**config.mk**
```make
export PLATFORM = sky130hd
export DESIGN_NAME = ring_phase_monitor_flat
export DESIGN_NICKNAME = d
export VERILOG_FILES = /design/src/rtl/ring_phase_monitor_pkg.sv /design/src/rtl/ring_phase_monitor_if.sv /design/src/rtl/ring_phase_monitor_encoder.sv /design/src/rtl/ring_phase_monitor.sv /design/src/flat_wrapper.sv
export SDC_FILE = /design/constraint.sdc
export NUM_CORES = 1
export LEC_CHECK = 0
export ABC_CLOCK_PERIOD_IN_PS = 3900
export CAP_MARGIN = 20
export CORE_ASPECT_RATIO = 1.5
export CORE_MARGIN = 3
export CORE_UTILIZATION = 53
export CTS_CLUSTER_DIAMETER = 60
export DETAILED_ROUTE_END_ITERATION = 10
export PLACE_DENSITY = 0.82
export SLEW_MARGIN = 20
export SYNTH_ARGS = -nofsm -noshare
export SYNTH_HDL_FRONTEND = slang
export SYNTH_SLANG_ARGS = --single-unit
export TNS_END_PERCENT = 50
```
**constraint.sdc**
```tcl
create_clock -name clk -period 3.9 [get_ports clk]
set_clock_uncertainty 0.2 [all_clocks]
set_input_delay 0.78 -clock clk [delete_from_list [all_inputs] [get_ports clk]]
set_output_delay 0.78 -clock clk [all_outputs]
set_load 0.02 [all_outputs]
```
**src/rtl/ring_phase_monitor_pkg.sv**
```systemverilog
// Shared types and helpers for the ring phase monitor: FSM state, fault codes,
// ring rotation and one-hot test on a width-agnostic vector.
package ring_mon_pkg;

  localparam int MAX_N = 32;

  typedef enum logic [1:0] {
    IDLE  = 2'd0,
    TRACK = 2'd1,
    FAULT = 2'd2
  } state_t;

  localparam logic [1:0] FC_NONE    = 2'b00;
  localparam logic [1:0] FC_CORRUPT = 2'b01;
  localparam logic [1:0] FC_SKIP    = 2'b10;
  localparam logic [1:0] FC_STALL   = 2'b11;

  // Rotates the low n bits of vec by one place; dir=1 left, dir=0 right.
  function automatic logic [MAX_N-1:0] rot(input logic [MAX_N-1:0] vec,
                                           input int n, input logic dir);
    logic [MAX_N-1:0] res;
    int src;
    res = '0;
    for (int i = 0; i < MAX_N; i++) begin
      if (i < n) begin
        src    = dir ? ((i + n - 1) % n) : ((i + 1) % n);
        res[i] = vec[src];
      end
    end
    return res;
  endfunction

  function automatic logic is_onehot(input logic [MAX_N-1:0] vec);
    return $onehot(vec);
  endfunction

endpackage

```
**src/rtl/ring_phase_monitor_if.sv**
```systemverilog
// Bundle between the ring counter (master drives count_in) and the monitor
// (slave returns phase/revolution/fault status).
interface ring_phase_monitor_if #(
  parameter int N     = 4,
  parameter int REV_W = 8
);
  logic [N-1:0]          count_in;
  logic [$clog2(N)-1:0]  phase_idx;
  logic                  phase_valid;
  logic                  rev_tick;
  logic [REV_W-1:0]      rev_count;
  logic                  fault;
  logic [1:0]            fault_code;

  modport master (
    output count_in,
    input  phase_idx, phase_valid, rev_tick, rev_count, fault, fault_code
  );

  modport slave (
    input  count_in,
    output phase_idx, phase_valid, rev_tick, rev_count, fault, fault_code
  );
endinterface

```
**src/rtl/ring_phase_monitor_encoder.sv**
```systemverilog
// Combinational one-hot to binary encoder; o_idx is meaningless when o_valid=0.
module onehot_encoder
  import ring_mon_pkg::*;
#(
  parameter int N = 4
) (
  input  logic [N-1:0]         i_vec,
  output logic [$clog2(N)-1:0] o_idx,
  output logic                 o_valid
);
  localparam int IDX_W = $clog2(N);

  always_comb begin
    o_idx = '0;
    for (int i = 0; i < N; i++) begin
      if (i_vec[i]) o_idx = IDX_W'(i);
    end
  end

  assign o_valid = is_onehot(MAX_N'(i_vec));
endmodule

```
**src/rtl/ring_phase_monitor.sv**
```systemverilog
// Ring counter phase monitor; RING_MON_RESYNC_EN lets FAULT recover after RESYNC_LEN good steps.
// state | meaning: IDLE waits for first one-hot | TRACK ring rotating cleanly | FAULT first bad sample latched
module ring_phase_monitor
  import ring_mon_pkg::*;
#(
  parameter int N          = 4,
  parameter int ROT_LEFT   = 1,
  parameter int REV_W      = 8,
  parameter int RESYNC_LEN = 4
) (
  input  logic                 clk,
  input  logic                 clr,
  ring_phase_monitor_if.slave  bus
);
  localparam int IDX_W = $clog2(N);

  if (N < 2 || N > MAX_N) begin : g_bad_n
    $error("ring_phase_monitor: N out of range");
  end
  if (RESYNC_LEN < 1) begin : g_bad_resync
    $error("ring_phase_monitor: RESYNC_LEN must be >= 1");
  end

  state_t              r_state, w_state_nxt;
  logic [N-1:0]        r_prev, w_prev_nxt;
  logic [IDX_W-1:0]    r_idx, w_idx_nxt;
  logic                r_tick, w_tick_nxt;
  logic [REV_W-1:0]    r_rev, w_rev_nxt;
  logic [1:0]          r_code, w_code_nxt;

  logic [N-1:0]        w_in;
  logic [N-1:0]        w_exp;
  logic [IDX_W-1:0]    w_enc_idx;
  logic                w_onehot;
  logic                w_good;
  logic                w_wrap;

  assign w_in  = bus.count_in;
  assign w_exp = N'(rot(MAX_N'(r_prev), N, (ROT_LEFT != 0)));

  onehot_encoder #(.N(N)) u_enc (
    .i_vec   (w_in),
    .o_idx   (w_enc_idx),
    .o_valid (w_onehot)
  );

  // rot() of a one-hot prev is one-hot and differs from prev, so equality suffices
  assign w_good = w_onehot && (w_in == w_exp);
  assign w_wrap = (ROT_LEFT != 0) ? (r_prev[N-1] && w_in[0]) : (r_prev[0] && w_in[N-1]);

`ifdef RING_MON_RESYNC_EN
  localparam int RC_W = $clog2(RESYNC_LEN + 1);
  logic [RC_W-1:0] r_resync, w_resync_nxt;
`endif

  always_comb begin
    w_state_nxt = r_state;
    w_prev_nxt  = r_prev;
    w_idx_nxt   = '0;
    w_tick_nxt  = 1'b0;
    w_rev_nxt   = r_rev;
    w_code_nxt  = r_code;
`ifdef RING_MON_RESYNC_EN
    w_resync_nxt = r_resync;
`endif
    case (r_state)
      IDLE: begin
        if (w_onehot) begin
          w_state_nxt = TRACK;
          w_prev_nxt  = w_in;
          w_idx_nxt   = w_enc_idx;
        end
      end
      TRACK: begin
        w_prev_nxt = w_in;
`ifdef RING_MON_RESYNC_EN
        w_resync_nxt = '0;
`endif
        if (!w_onehot) begin
          w_state_nxt = FAULT;
          w_code_nxt  = FC_CORRUPT;
        end else if (w_in == r_prev) begin
          w_state_nxt = FAULT;
          w_code_nxt  = FC_STALL;
        end else if (!w_good) begin
          w_state_nxt = FAULT;
          w_code_nxt  = FC_SKIP;
        end else begin
          w_idx_nxt = w_enc_idx;
          if (w_wrap) begin
            w_tick_nxt = 1'b1;
            w_rev_nxt  = r_rev + REV_W'(1);
          end
        end
      end
      FAULT: begin
        w_prev_nxt = w_in;
`ifdef RING_MON_RESYNC_EN
        if (w_good) begin
          if (r_resync == RC_W'(RESYNC_LEN - 1)) begin
            w_state_nxt  = TRACK;
            w_code_nxt   = FC_NONE;
            w_idx_nxt    = w_enc_idx;
            w_resync_nxt = '0;
          end else begin
            w_resync_nxt = r_resync + RC_W'(1);
          end
        end else begin
          w_resync_nxt = '0;
        end
`endif
      end
      default: begin
        w_state_nxt = IDLE;
        w_prev_nxt  = '0;
        w_code_nxt  = FC_NONE;
      end
    endcase
  end

  always_ff @(posedge clk or posedge clr) begin
    if (clr) begin
      r_state <= IDLE;
      r_prev  <= '0;
      r_idx   <= '0;
      r_tick  <= 1'b0;
      r_rev   <= '0;
      r_code  <= FC_NONE;
    end else begin
      r_state <= w_state_nxt;
      r_prev  <= w_prev_nxt;
      r_idx   <= w_idx_nxt;
      r_tick  <= w_tick_nxt;
      r_rev   <= w_rev_nxt;
      r_code  <= w_code_nxt;
    end
  end

`ifdef RING_MON_RESYNC_EN
  always_ff @(posedge clk or posedge clr) begin
    if (clr) r_resync <= '0;
    else     r_resync <= w_resync_nxt;
  end
`endif

  assign bus.phase_idx   = r_idx;
  assign bus.phase_valid = (r_state == TRACK);
  assign bus.fault       = (r_state == FAULT);
  assign bus.rev_tick    = r_tick;
  assign bus.rev_count   = r_rev;
  assign bus.fault_code  = r_code;
endmodule

```
**src/flat_wrapper.sv**
```systemverilog
// flat-port wrapper written by rule: the top's interface ports become plain ports
module ring_phase_monitor_flat import ring_mon_pkg::*;
#(
  parameter int N          = 4,
  parameter int ROT_LEFT   = 1,
  parameter int REV_W      = 8,
  parameter int RESYNC_LEN = 4
)
  (clk, clr, bus_count_in, bus_phase_idx, bus_phase_valid, bus_rev_tick, bus_rev_count, bus_fault, bus_fault_code);
  ring_phase_monitor_if #(.N(N), .REV_W(REV_W)) bus_i ();
  input  logic clk;
  input  logic clr;
  input wire logic [$bits(bus_i.count_in)-1:0] bus_count_in;
  output wire logic [$bits(bus_i.phase_idx)-1:0] bus_phase_idx;
  output wire logic [$bits(bus_i.phase_valid)-1:0] bus_phase_valid;
  output wire logic [$bits(bus_i.rev_tick)-1:0] bus_rev_tick;
  output wire logic [$bits(bus_i.rev_count)-1:0] bus_rev_count;
  output wire logic [$bits(bus_i.fault)-1:0] bus_fault;
  output wire logic [$bits(bus_i.fault_code)-1:0] bus_fault_code;
  assign bus_i.count_in = bus_count_in;
  assign bus_phase_idx = bus_i.phase_idx;
  assign bus_phase_valid = bus_i.phase_valid;
  assign bus_rev_tick = bus_i.rev_tick;
  assign bus_rev_count = bus_i.rev_count;
  assign bus_fault = bus_i.fault;
  assign bus_fault_code = bus_i.fault_code;
  ring_phase_monitor #(.N(N), .ROT_LEFT(ROT_LEFT), .REV_W(REV_W), .RESYNC_LEN(RESYNC_LEN)) u_core (.clk(clk), .clr(clr), .bus(bus_i));
endmodule
```
==> results of run 1 <==
-- routing by layer --
layer  up-vias  global-route usage
li1        384                   -
met1       393               0.183
met2        18               0.343
met3         5              0.0181
met4         0               0.107
met5         -                   0
-- worst register-to-register path: cells and delay by family, from the launching register on --
family / cells / cell delay, ps
multiplexers: 1 / 340
AND/OR/NAND/NOR: 2 / 770
flip-flops: 1 / 430
adder cells (fa/ha/maj): 1 / 330
-- power by group through the flow --
| stage | logic (mW) | registers (mW) | clock network [mW] |
|---|---|---|---|
| finish | 0.262 | 0.292 | 0.101 |
| global route | 0.286 | 0.298 | 0.108 |
| CTS | 0.264 | 0.290 | 0.102 |
| detailed placement | 0.263 | 0.294 | 0 |
| global placement | 0.260 | 0.293 | 0 |
| floorplan | 0.176 | 0.289 | 0 |
-- worst paths after layout --
kind / endpoint / slack [ps] / depth (start not counted)
min in group asynchronous: u_core.bus.rev_count[1]$_DFFE_PP0P_ / 690 / 2
min reg2reg: u_core.bus.rev_count[7]$_DFFE_PP0P_ / 280 / 1
max reg2reg: u_core.bus.rev_count[1]$_DFFE_PP0P_ / 1720 / 4
max: u_core.bus.rev_count[1]$_DFFE_PP0P_ / 600 / 10
min: u_core.bus.rev_count[7]$_DFFE_PP0P_ / 280 / 1
max in group asynchronous: u_core.bus.rev_count[5]$_DFFE_PP0P_ / 2350 / 2
-- kinds of logic after synthesis --
| kind of cell | share of synthesized area |
|---|---|
| buffers and inverters | 0.0387 |
| DFF | 0.459 |
| and+or+nand+nor | 0.184 |
| adders and majority gates | 0.0677 |
| AOI/OAI and AO/OA | 0.121 |
| muxes | 0.0109 |
| xor gates and xnor gates | 0.119 |
-- flip-flops by register name (all words and copies together), names as in the netlist --
name                   count
u_core.bus.rev_count       8
u_core.r_prev              4
u_core.bus.fault_code      2
u_core.bus.phase_idx       2
u_core.r_state             2
u_core.bus.rev_tick        1
-- cell usage after synthesis --
cell type  count  area [sq um]
a211oi_1       1          7.51
a21boi_2       1          11.3
a21o_1         1          7.51
a21oi_1        1          5.00
a22oi_1        4          30.0
a2bb2oi_1      1          8.76
and3_1         3          18.8
and4_1         2          17.5
buf_2          2          10.0
clkbuf_1       2          7.51
dfrtp_1       19           475
fa_1           1          20.0
ha_1           4          50.1
inv_1          6          22.5
mux2_1         1          11.3
nand2_1        2          7.51
nand2b_1       3          18.8
nand3_1        3          15.0
nand4_1        4          25.0
nand4_2        1          12.5
nand4b_1       1          8.76
nor2_1         6          22.5
nor2b_1        2          12.5
nor3_1         2          10.0
nor4_4         1          21.3
o2bb2ai_1      4          35.0
o311ai_0       1          8.76
o41a_1         1          11.3
xnor2_1        7          61.3
xor2_1         7          61.3
-- through the flow --
| step | area, sq um | hold slack (ps) | cells | utilization |
|---|---|---|---|---|
| floorplan | 1030 | 382 | 94 | - |
| CTS | 1300 | 281 | 138 | 0.749 |
| detailed placement | 1270 | 262 | 134 | 0.734 |
| finish | 1300 | 276 | 138 | 0.749 |
| global route | 1300 | 325 | 138 | 0.749 |
| global placement | 1270 | 259 | 134 | 0.734 |
-- final cells by class --
cell class / count / area [sq um]
well taps: 20 / 25.0
inverters: 6 / 22.5
clock buffers: 4 / 26.3
multi-input cells: 65 / 519
repair buffers: 24 / 230
flip-flops and latches: 19 / 475
fillers: 125 / 435
==> results.yml, run 1 <==
grt:
  grtUsageTotal: 0.178
  antenna_found_initial: 0
  globalRoute.totalOverflow: 0
  grt_pass1_vias: 823
  grt_max_degree: 20
  grt_pass1_wl_um: 3390
route:
  totalWireLength_um: 2030
  met2_length_um: 1080
  first_pass_iters: 4
  post-route-drc-count: 0
  drt_iter0_drc: 15
  post_drt_wl_per_cell_um: 14.7
  drt-met1-wl_um: 815
  wl_met3_um: 84
  ant_nets: 0
  top_layer: "met4"
  routed_via_density: 5.80
  vias: 800
pwr:
  p_int_mw: 0.404
  pwr-share-seq: 0.446
  power_frac_clock: 0.154
  p_leak_nw: 0.587
  p_total_mw: 0.654
  swShare: 0.383
  pwr-share-comb: 0.400
  p_per_area_mw_per_mm2: 504
  peakVddDrop_uv: 407
  power.switching_mw: 0.250
worst_setup_path:
  crit_path_cell_trace: "clkdlybuf4s50_1 -> ha_1 -> inv_1 -> fa_1 -> inv_1 -> ha_1 -> nor3_1 -> o41a_1 -> nand4_2 -> mux2_1"
  critical-path-max-stage-delay_ps: 490
  worstSetupPathType: "primary input to register"
  end_kind: "register"
  rr_startpoint: "u_core.r_prev[3]$_DFFE_PP0N_"
  start_kind: "primary input"
  cp_slowest_cell: "clkdlybuf4s50_1"
  crit_family: "adder cells"
  worstPathRequired_ps: 3890
  critPathBufInv: 3
  cp_max_fo: 5
  worst_ep_arrival_time_ps: 3300
  crit_start: "bus_count_in[0]"
cells_and_area:
  layout-drive-gt1-share: 0.0847
  area_growth_pct: 25.5
  antenna-diode-count: 0
  mostFrequentLayoutCells: "clkdlybuf4s50_1, dfrtp_1, xor2_1, xnor2_1"
  layout_commonest_cell: "clkdlybuf4s50_1"
  final_nets: 130
place:
  port-buffer-count: 20
  hpwl_um: 1520
  post-place-ws_ps: 270
  gp_congestion: 0.800
clock_network:
  post_cts_buffers: 0
  clockBufferDepth: 2
  cts_num_sinks: 19
  numCtsBuffers: 3
  post_cts_resized: 0
  path_clk_slew_ps: 100
  worst_skew_pair.late_latency_ps: 300
  cts_tree: "yes"
  cts_hold_buf: 0
  htreeDepth: 1
  cts_root_buffer: "clkbuf_4"
floorplan:
  core-area_sq_mm: 0.00173
  pin_count: 21
  die_h_um: 60.1
  start_util: 0.597
  die_area_sq_mm: 0.00253
  chipWidth_um: 42.1
  rows: 18
yosys:
  ys_seq_area_frac: 0.459
  syn-num-nets: 105
  syn_area_per_cell_sq_um: 11.0
  syn-instance-count: 94
  synthesis.area_sq_mm: 0.00103
  ys_ff_latch: 19
  ys_types: 30
  yosysWarnings: 0
timing:
  final.setup.worst_slack_ps: 598
  max_freq_mhz: 303
  worst_slew_pin_slew_ps: 736
  rsz0062_at_grt: "false"
  fin_crit_ps: 3300
  fin_crit_sh: 0.847
  slew_violations: 0
  relSlewSlack: 0.509
  hold_viol_final: 0
  setup_tns_ps: 0
  finalSetupViolCount: 0
status:
  outcome: "complete, no violations"
min_path:
  hold_path_class: "register to register"
  hold_start: "u_core.bus.rev_count[7]$_DFFE_PP0P_"
flow_run:
  drv_cap: 0
No activity file was read; power rests on OpenSTA's default activity.
==> run 2, diff against run 1 <==
--- a/config.mk
+++ b/config.mk
@@ -5,14 +5,14 @@
 export SDC_FILE = /design/constraint.sdc
 export NUM_CORES = 1
 export LEC_CHECK = 0
-export ABC_CLOCK_PERIOD_IN_PS = 3900
+export ABC_CLOCK_PERIOD_IN_PS = 2940
 export CAP_MARGIN = 20
 export CORE_ASPECT_RATIO = 1.5
 export CORE_MARGIN = 3
-export CORE_UTILIZATION = 53
+export CORE_UTILIZATION = 45
 export CTS_CLUSTER_DIAMETER = 60
 export DETAILED_ROUTE_END_ITERATION = 10
-export PLACE_DENSITY = 0.82
+export PLACE_DENSITY = 0.74
 export SLEW_MARGIN = 20
 export SYNTH_ARGS = -nofsm -noshare
 export SYNTH_HDL_FRONTEND = slang
==> constraint.sdc (replaced) <==
create_clock -name clk -period 2.94 [get_ports clk]
set_clock_uncertainty 0.2 [all_clocks]
set_input_delay 0.588 -clock clk [delete_from_list [all_inputs] [get_ports clk]]
set_output_delay 0.588 -clock clk [all_outputs]
set_load 0.02 [all_outputs]
==> run 2 against run 1 <==
Cell count rose by 8.7%. Global-route usage decreased by 1.2 points. Final area rose by 7.0%. Critical path type unchanged. Largest power group unchanged.
==> results.yml, run 2 (same netlist as run 1, synthesis figures left out) <==
cells_and_area:
  mostFrequentLayoutCells: "dfrtp_1, clkdlybuf4s50_1, buf_4"
  largest_reg_flops: 8
  fin_area_sq_mm: 0.00139
  layout-drive-gt1-share: 0.172
  layout_commonest_cell: "dfrtp_1"
  antenna-diode-count: 0
  final_nets: 140
  area_growth_pct: 34.3
worst_setup_path:
  crit_end: "u_core.bus.rev_count[1]$_DFFE_PP0P_"
  cp_max_fo: 5
  reg2reg_to: "u_core.bus.rev_count[1]$_DFFE_PP0P_"
  crit_start: "bus_count_in[2]"
  rrSetupSlack_ps: 990
  rr_worst_depth: 4
  worst_ep_arrival_time_ps: 2810
  worstPathRequired_ps: 2920
  end_kind: "register"
  start_kind: "primary input"
  worstSetupPathType: "primary input to register"
  rr_startpoint: "u_core.r_prev[3]$_DFFE_PP0N_"
clock_network:
  path_clk_slew_ps: 100
  cts_hold_buf: 0
  cts_tree: "yes"
  numCtsBuffers: 3
  worst_skew_pair.late_latency_ps: 290
  cts_num_sinks: 19
  htreeDepth: 1
  clockBufferDepth: 2
  cts_root_buffer: "clkbuf_4"
grt:
  antenna_found_initial: 0
  grtUsageTotal: 0.166
  globalRoute.totalOverflow: 0
  grt_max_degree: 20
  grt_pass1_vias: 846
  grt_pass1_wl_um: 3610
timing:
  worst_slew_pin_slew_ps: 708
  hold_viol_final: 0
  relSlewSlack: 0.528
  fin_crit_sh: 0.962
  final.setup.worst_slack_ps: 111
  finalSetupViolCount: 0
  fin_crit_ps: 2830
  slew_violations: 0
  max_freq_mhz: 353
  setup_tns_ps: 0
place:
  port-buffer-count: 20
  hpwl_um: 1720
  post-place-ws_ps: -419
  gp_congestion: 0.803
  placed_area_sq_mm: 0.00134
floorplan:
  rows: 20
  core-area_sq_mm: 0.00210
  pin_count: 21
  start_util: 0.492
  die_h_um: 64.7
  die_area_sq_mm: 0.00292
  chipWidth_um: 45.2
pwr:
  p_total_mw: 0.888
  pwr-share-seq: 0.440
  power.switching_mw: 0.332
  p_int_mw: 0.556
  p_per_area_mw_per_mm2: 639
  pwr-share-comb: 0.417
  power_frac_clock: 0.143
  swShare: 0.374
  p_leak_nw: 0.659
  peakVddDrop_uv: 342
route:
  vias: 837
  ant_nets: 0
  totalWireLength_um: 2170
  routed_via_density: 5.58
  post-route-drc-count: 0
  first_pass_iters: 4
  drt_iter0_drc: 12
  post_drt_wl_per_cell_um: 14.4
min_path:
  hold_path_class: "register to register"
flow_run:
  drv_cap: 0
status:
  outcome: "complete, no violations"
[run 2: timing repair]
| action | in CTS | in global routing |
|---|---|---|
| pin swaps | 1 | 3 |
| setup buffers | 0 | 2 |
| endpoints found under the setup margin | 9 | 9 |
| resized for setup | 1 | 3 |
[run 2: how the worst min path moves through the flow]
| stage | slack (ps) | cells after the start | endpoint | startpoint |
|---|---|---|---|---|
| 2_1_floorplan | 340 | 1 | u_core.bus.fault_code[0]$_DFFE_PP0P_ | clr |
| 3_3_place_gp | 260 | 1 | u_core.bus.rev_count[7]$_DFFE_PP0P_ | u_core.bus.rev_count[7]$_DFFE_PP0P_ |
| 3_5_place_dp | 270 | 1 | u_core.bus.rev_count[7]$_DFFE_PP0P_ | u_core.bus.rev_count[7]$_DFFE_PP0P_ |
| 4_1_cts | 290 | 1 | u_core.bus.rev_count[7]$_DFFE_PP0P_ | u_core.bus.rev_count[7]$_DFFE_PP0P_ |
| 5_1_grt | 310 | 1 | u_core.bus.rev_count[7]$_DFFE_PP0P_ | u_core.bus.rev_count[7]$_DFFE_PP0P_ |
| 6_report | 280 | 1 | u_core.bus.rev_count[7]$_DFFE_PP0P_ | u_core.bus.rev_count[7]$_DFFE_PP0P_ |
[run 2: metrics by stage]
| step | hold WS [ps] | utilization | std cells |
|---|---|---|---|
| floorplan | 339 | - | 94 |
| global placement | 262 | 0.635 | 144 |
| detailed placement | 275 | 0.635 | 144 |
| CTS | 289 | 0.650 | 148 |
| global route | 313 | 0.661 | 150 |
| finish | 277 | 0.661 | 150 |
[run 2: power by group through the flow]
stage	logic [mW]	registers, mW	clock network, mW
2_1_floorplan	0.234	0.383	0
4_1_cts	0.367	0.390	0.133
3_5_place_dp	0.365	0.395	0
3_3_place_gp	0.353	0.391	0
6_report	0.371	0.390	0.127
5_1_grt	0.410	0.399	0.145
[run 2: worst max-delay path, stage by stage]
cell and delay, ps:
clkdlybuf4s50_1 490, inv_1 80, fa_1 410, inv_1 60
ha_1 220, nor3_2 210, o41a_1 290, nand4_2 130
mux2_4 320
[run 2: area by class of cell]
class	count	area [sq um]
sequential	19	475
clock buffer	4	26.3
timing repair buffer	34	310
fill	179	712
tap	22	27.5
inverter	6	22.5
multi-input combinational	65	528
[run 2: metal layers]
metal	track usage	share of wire	wire, um
met4	0.0659	0.0079	17
met1	0.177	0.38	828
met5	0	0	0
met3	0.0250	0.027	59
met2	0.307	0.58	1260
